### src/rtl/pc_fetch.sv
// Program counter and instruction fetch unit.
// Issues one fetch at a time, holds the returned word for decode, and computes
// the next pc from sequential, branch, jal and jalr sources when decode accepts.
// Optional feature macro: PC_MISALIGN_TRAP_EN
//   defined   - a misaligned redirect target parks the unit in a sticky trap state.
//   undefined - target bits [1:0] are forced to zero and fetch continues.
module pc_fetch #(
  parameter logic [31:0] RESET_PC = 32'h0000_0000
) (
  input  logic        clk,
  input  logic        rst,
  output logic        imem_req,
  output logic [31:0] imem_addr,
  input  logic        imem_ready,
  input  logic [31:0] imem_rdata,
  output logic [31:0] instr,
  output logic        instr_valid,
  input  logic        instr_accept,
  input  logic        branch_taken,
  input  logic        jal,
  input  logic        jalr,
  input  logic [31:0] imm,
  input  logic [31:0] rs1_data,
  output logic [31:0] pc,
  output logic [31:0] pc_plus4,
  output logic        trap,
  output logic [31:0] trap_addr
);

  localparam logic [31:0] NopInstr = 32'h0000_0013;

  typedef enum logic [1:0] {
    StFetch = 2'd0,
    StHold  = 2'd1,
    StTrap  = 2'd2
  } state_t;

  state_t      r_state;
  state_t      w_state_next;
  logic [31:0] r_pc;
  logic [31:0] w_pc_next;
  logic [31:0] r_instr;
  logic [31:0] w_instr_next;

  logic [31:0] w_seq_pc;
  logic [31:0] w_rel_pc;
  logic [31:0] w_jalr_pc;
  logic [31:0] w_target;
  logic        w_accept;

  // Redirect inputs only matter in HOLD with an accept; everything else ignores them.
  assign w_accept = (r_state == StHold) && instr_accept;

  // Address adders; all wrap modulo 2^32.
  always_comb begin
    w_seq_pc  = r_pc + 32'd4;
    w_rel_pc  = r_pc + imm;
    w_jalr_pc = (rs1_data + imm) & ~32'd1;
  end

  // Next-pc source select: jalr beats jal/branch, which beat sequential.
  always_comb begin
    w_target = w_seq_pc;
    if (jalr) begin
      w_target = w_jalr_pc;
    end else if (jal || branch_taken) begin
      w_target = w_rel_pc;
    end
  end

`ifdef PC_MISALIGN_TRAP_EN
  logic        w_misaligned;
  logic [31:0] r_trap_addr;
  logic [31:0] w_trap_addr_next;

  assign w_misaligned = |w_target[1:0];
`endif

  // Next-state, next-pc and instruction capture.
  always_comb begin
    w_state_next = r_state;
    w_pc_next    = r_pc;
    w_instr_next = r_instr;
`ifdef PC_MISALIGN_TRAP_EN
    w_trap_addr_next = r_trap_addr;
`endif
    unique case (r_state)
      StFetch: begin
        if (imem_ready) begin
          w_instr_next = imem_rdata;
          w_state_next = StHold;
        end
      end
      StHold: begin
        if (w_accept) begin
`ifdef PC_MISALIGN_TRAP_EN
          if (w_misaligned) begin
            // pc stays on the offending instruction for debug visibility.
            w_trap_addr_next = w_target;
            w_state_next     = StTrap;
          end else begin
            w_pc_next    = w_target;
            w_state_next = StFetch;
          end
`else
          w_pc_next    = w_target & ~32'd3;
          w_state_next = StFetch;
`endif
        end
      end
      StTrap: begin
        w_state_next = StTrap;
      end
      default: begin
        w_state_next = StFetch;
      end
    endcase
  end

  // State registers; synchronous reset wins over any fetch, hold or trap.
  always_ff @(posedge clk) begin
    if (rst) begin
      r_state <= StFetch;
      r_pc    <= RESET_PC;
      r_instr <= NopInstr;
    end else begin
      r_state <= w_state_next;
      r_pc    <= w_pc_next;
      r_instr <= w_instr_next;
    end
  end

`ifdef PC_MISALIGN_TRAP_EN
  // Offending target address, captured on entry to the trap state.
  always_ff @(posedge clk) begin
    if (rst) begin
      r_trap_addr <= 32'h0000_0000;
    end else begin
      r_trap_addr <= w_trap_addr_next;
    end
  end

  assign trap      = (r_state == StTrap);
  assign trap_addr = r_trap_addr;
`else
  assign trap      = 1'b0;
  assign trap_addr = 32'h0000_0000;
`endif

  assign imem_req    = (r_state == StFetch);
  assign imem_addr   = r_pc;
  assign instr       = r_instr;
  assign instr_valid = (r_state == StHold);
  assign pc          = r_pc;
  assign pc_plus4    = w_seq_pc;

endmodule

### config.mk
export PLATFORM = sky130hd
export DESIGN_NAME = pc_fetch
export DESIGN_NICKNAME = d
export VERILOG_FILES = /design/src/rtl/pc_fetch.sv
export SDC_FILE = /design/constraint.sdc
export NUM_CORES = 1
export LEC_CHECK = 0
export ABC_AREA = 1
export CAP_MARGIN = 25
export CORE_MARGIN = 10
export CORE_UTILIZATION = 53
export DETAILED_ROUTE_END_ITERATION = 8
export PLACE_DENSITY_LB_ADDON = 0.12
export SLEW_MARGIN = 20
export SYNTH_ARGS = -nofsm -noshare
export SYNTH_HDL_FRONTEND = slang
export SYNTH_SLANG_ARGS = --single-unit
### constraint.sdc
create_clock -name clk -period 5.5 [get_ports clk]
set_input_delay 0.825 -clock clk [delete_from_list [all_inputs] [get_ports clk]]
set_output_delay 0.825 -clock clk [all_outputs]
set_load 0.03 [all_outputs]
==> impl_metrics.py <==
metrics = {
    "status": {
        "run_status": "finished clean",
    },
    "floorplanning": {
        "core_area_mm2": 0.0159,
        "io_pins": 266,
        "row_count": 46,
        "start_util": 0.542,
        "die_y_um": 148,
        "die_w_um": 148,
        "die_area_mm2": 0.0218,
    },
    "drt": {
        "via_per_inst": 5.51,
        "wl_um": 36000,
        "vias": 10800,
        "drc": 0,
        "drt-initial-drc-count": 1136,
        "wl_per_cell_um": 18.4,
        "dr.pass1.iters": 6,
        "ant_nets": 0,
    },
    "final_layout": {
        "final_common_cell": "nand2_1",
        "antenna_cells": 0,
        "regArea_mm2": 0.00128,
        "multi_input_area_mm2": 0.00592,
        "fillers": 1477,
        "final_cell_mix": "482 x nand2_1, 237 x inv_1, 226 x clkdlybuf4s50_1",
        "fin_util": 0.696,
        "syn2layout_area_growth_pct": 28.3,
        "nets": 1906,
        "drive_above_1_share": 0.0372,
    },
    "synth": {
        "syn_area_mm2": 0.00862,
        "ys_seq_elements": 64,
        "postSynthCellCount": 1558,
        "async_flop_share": 0,
        "yosysSeqAreaShare": 0.149,
        "yosys.cell_types.count": 41,
        "yosys_most_used_dff": "dfxtp_1",
        "avgSynthCellArea_um2": 5.53,
        "synth_edf_count": 0,
        "yosys_warnings": 0,
    },
    "timing": {
        "layout_min_cycle_time_ns": 3.76,
        "fin_tns_setup_ns": 0,
        "max-slew-margin-rel": 0.363,
        "tightestPinTransition_ns": 0.953,
        "setup_slack_ns": 1.74,
        "slew_violations": 0,
        "finalSetupViolCount": 0,
        "min_period_over_period": 0.684,
        "finClkSkew_ns": 0.00494,
        "fmax_mhz": 266,
        "hold_viol_final": 0,
        "rsz0062_at_grt": "no",
    },
    "global_route": {
        "antenna_found_initial": 0,
        "grt_pass1_vias": 10200,
        "grt_max_degree": 38,
        "overflow": 0,
        "grt_pass1_wl_um": 55400,
        "grt_usage": 0.316,
    },
    "worst_setup_path": {
        "slowest_stage": "clkdlybuf4s50_1",
        "reg2reg_setup_slack_ns": 2.86,
        "crit_buf_inv": 2,
        "crit_type": "flop to output pin",
        "critPathLaunchType": "flop",
        "path_common_cell": "nand2_2",
        "critPathMaxFanout": 8,
        "cp_top_family": "buffers and inverters",
        "cp-end-kind": "output pin",
        "crit_required_ns": 4.68,
        "crit_arrival_ns": 2.94,
        "cpPeakStageDelay_ns": 0.76,
        "path_cells": "ha_1 > nand2_2 > inv_2 > nand3_2 > nor2_4 > nand2_2 > xor2_1 > clkdlybuf4s50_1",
    },
    "clocking": {
        "cts_num_sinks": 64,
        "cts_tree": "built",
        "ctsHtreeMaxLevel": 3,
        "numCtsBuffers": 9,
        "path_clk_slew_ns": 0.06,
        "post_cts_buffers": 0,
        "ctsHoldBuffers": 0,
        "cts_resized": 0,
        "cts_buffer_depth": 2,
        "clk_latency_ns": 0.35,
        "cts-root-buf": "clkbuf_16",
    },
    "power_and_ir_drop": {
        "total_power_mw": 2.17,
        "ir_drop_mv": 0.175,
        "power_density_mw_per_mm2": 196,
        "power_leakage_nw": 5.59,
    },
    "worst_hold_path": {
        "holdCritPathClass": "flop to flop",
    },
    "placed_design": {
        "dp_hpwl_um": 29200,
        "place_ws_ns": 2.16,
        "place.gp.congestion": 1.02,
        "portBuffers": 226,
    },
    "job": {
        "drv_cap": 0,
    },
}
[area by class of cell]
cell class,count,area share
multi-input cells,1191,0.536
repair buffers,233,0.212
flip-flops and latches,64,0.116
inverters,243,0.0825
well taps,216,0.0244
clock buffers,9,0.0204
clock inverters,7,0.00928
[cell families (layout without fill, tap and decap cells)]
kind of cell,count (synthesis),after routing,synth area share
other,1,39,0.000435
DFF,64,64,0.149
and+or+nand+nor,874,874,0.432
AOI/OAI and AO/OA,185,185,0.116
buffers and inverters,341,492,0.180
adders and majority gates,61,61,0.0895
xor gates and xnor gates,32,32,0.0334
[state kept, by name, summed over array words and instances, names as in the netlist]
| signal | flops |
|---|---|
| r_state | 2 |
| imem_addr | 30 |
| instr | 32 |
[metrics by stage]
step,instance area (µm²),hold WS [ns],instances
after floorplan,8760,0.430,1596
after global placement,10700,0.444,1945
after detailed placement,10700,0.465,1945
after CTS,11000,0.476,1961
after global routing,11100,0.495,1963
final,11100,0.475,1963
[worst paths after layout]
path | from | cells past startpoint | endpoint
setup reg to reg | r_state[0] | 7 | imem_addr[28]
hold reg to reg | r_state[1] | 2 | r_state[1]
hold / removal | r_state[1] | 2 | r_state[1]
setup / recovery | imem_addr[3] | 8 | pc_plus4[16]
[cell usage after synthesis (all sizes together) (20+ instances only)]
library cell  number  area share
ha                60       0.087
nor2             184       0.087
inv              241        0.10
dfxtp             64        0.15
a21oi             84       0.049
buf               78       0.066
xor2              23       0.024
nand3            137       0.082
o21ai             72       0.042
nor3              25       0.018
nand2            493        0.22
clkbuf            20      0.0087
[worst min-delay path, delay by kind of cell (launching register included)]
family / cells / cell delay (ns)
flops: 1 / 0.32
simple gates: 2 / 0.11
[power breakdown]
part           switching (mW)  internal, mW
logic                   0.621         0.354
registers              0.0490         0.498
clock network           0.242         0.402
[per-layer routing]
layer  up-vias  wire length [µm]  track usage
met5         -                 0            0
met4         0              1900        0.158
met1      4813             13900        0.382
met2       693             16300        0.521
met3       124              3990       0.0635
li1       5193                 -            -
(Power assumes the default switching activity.)
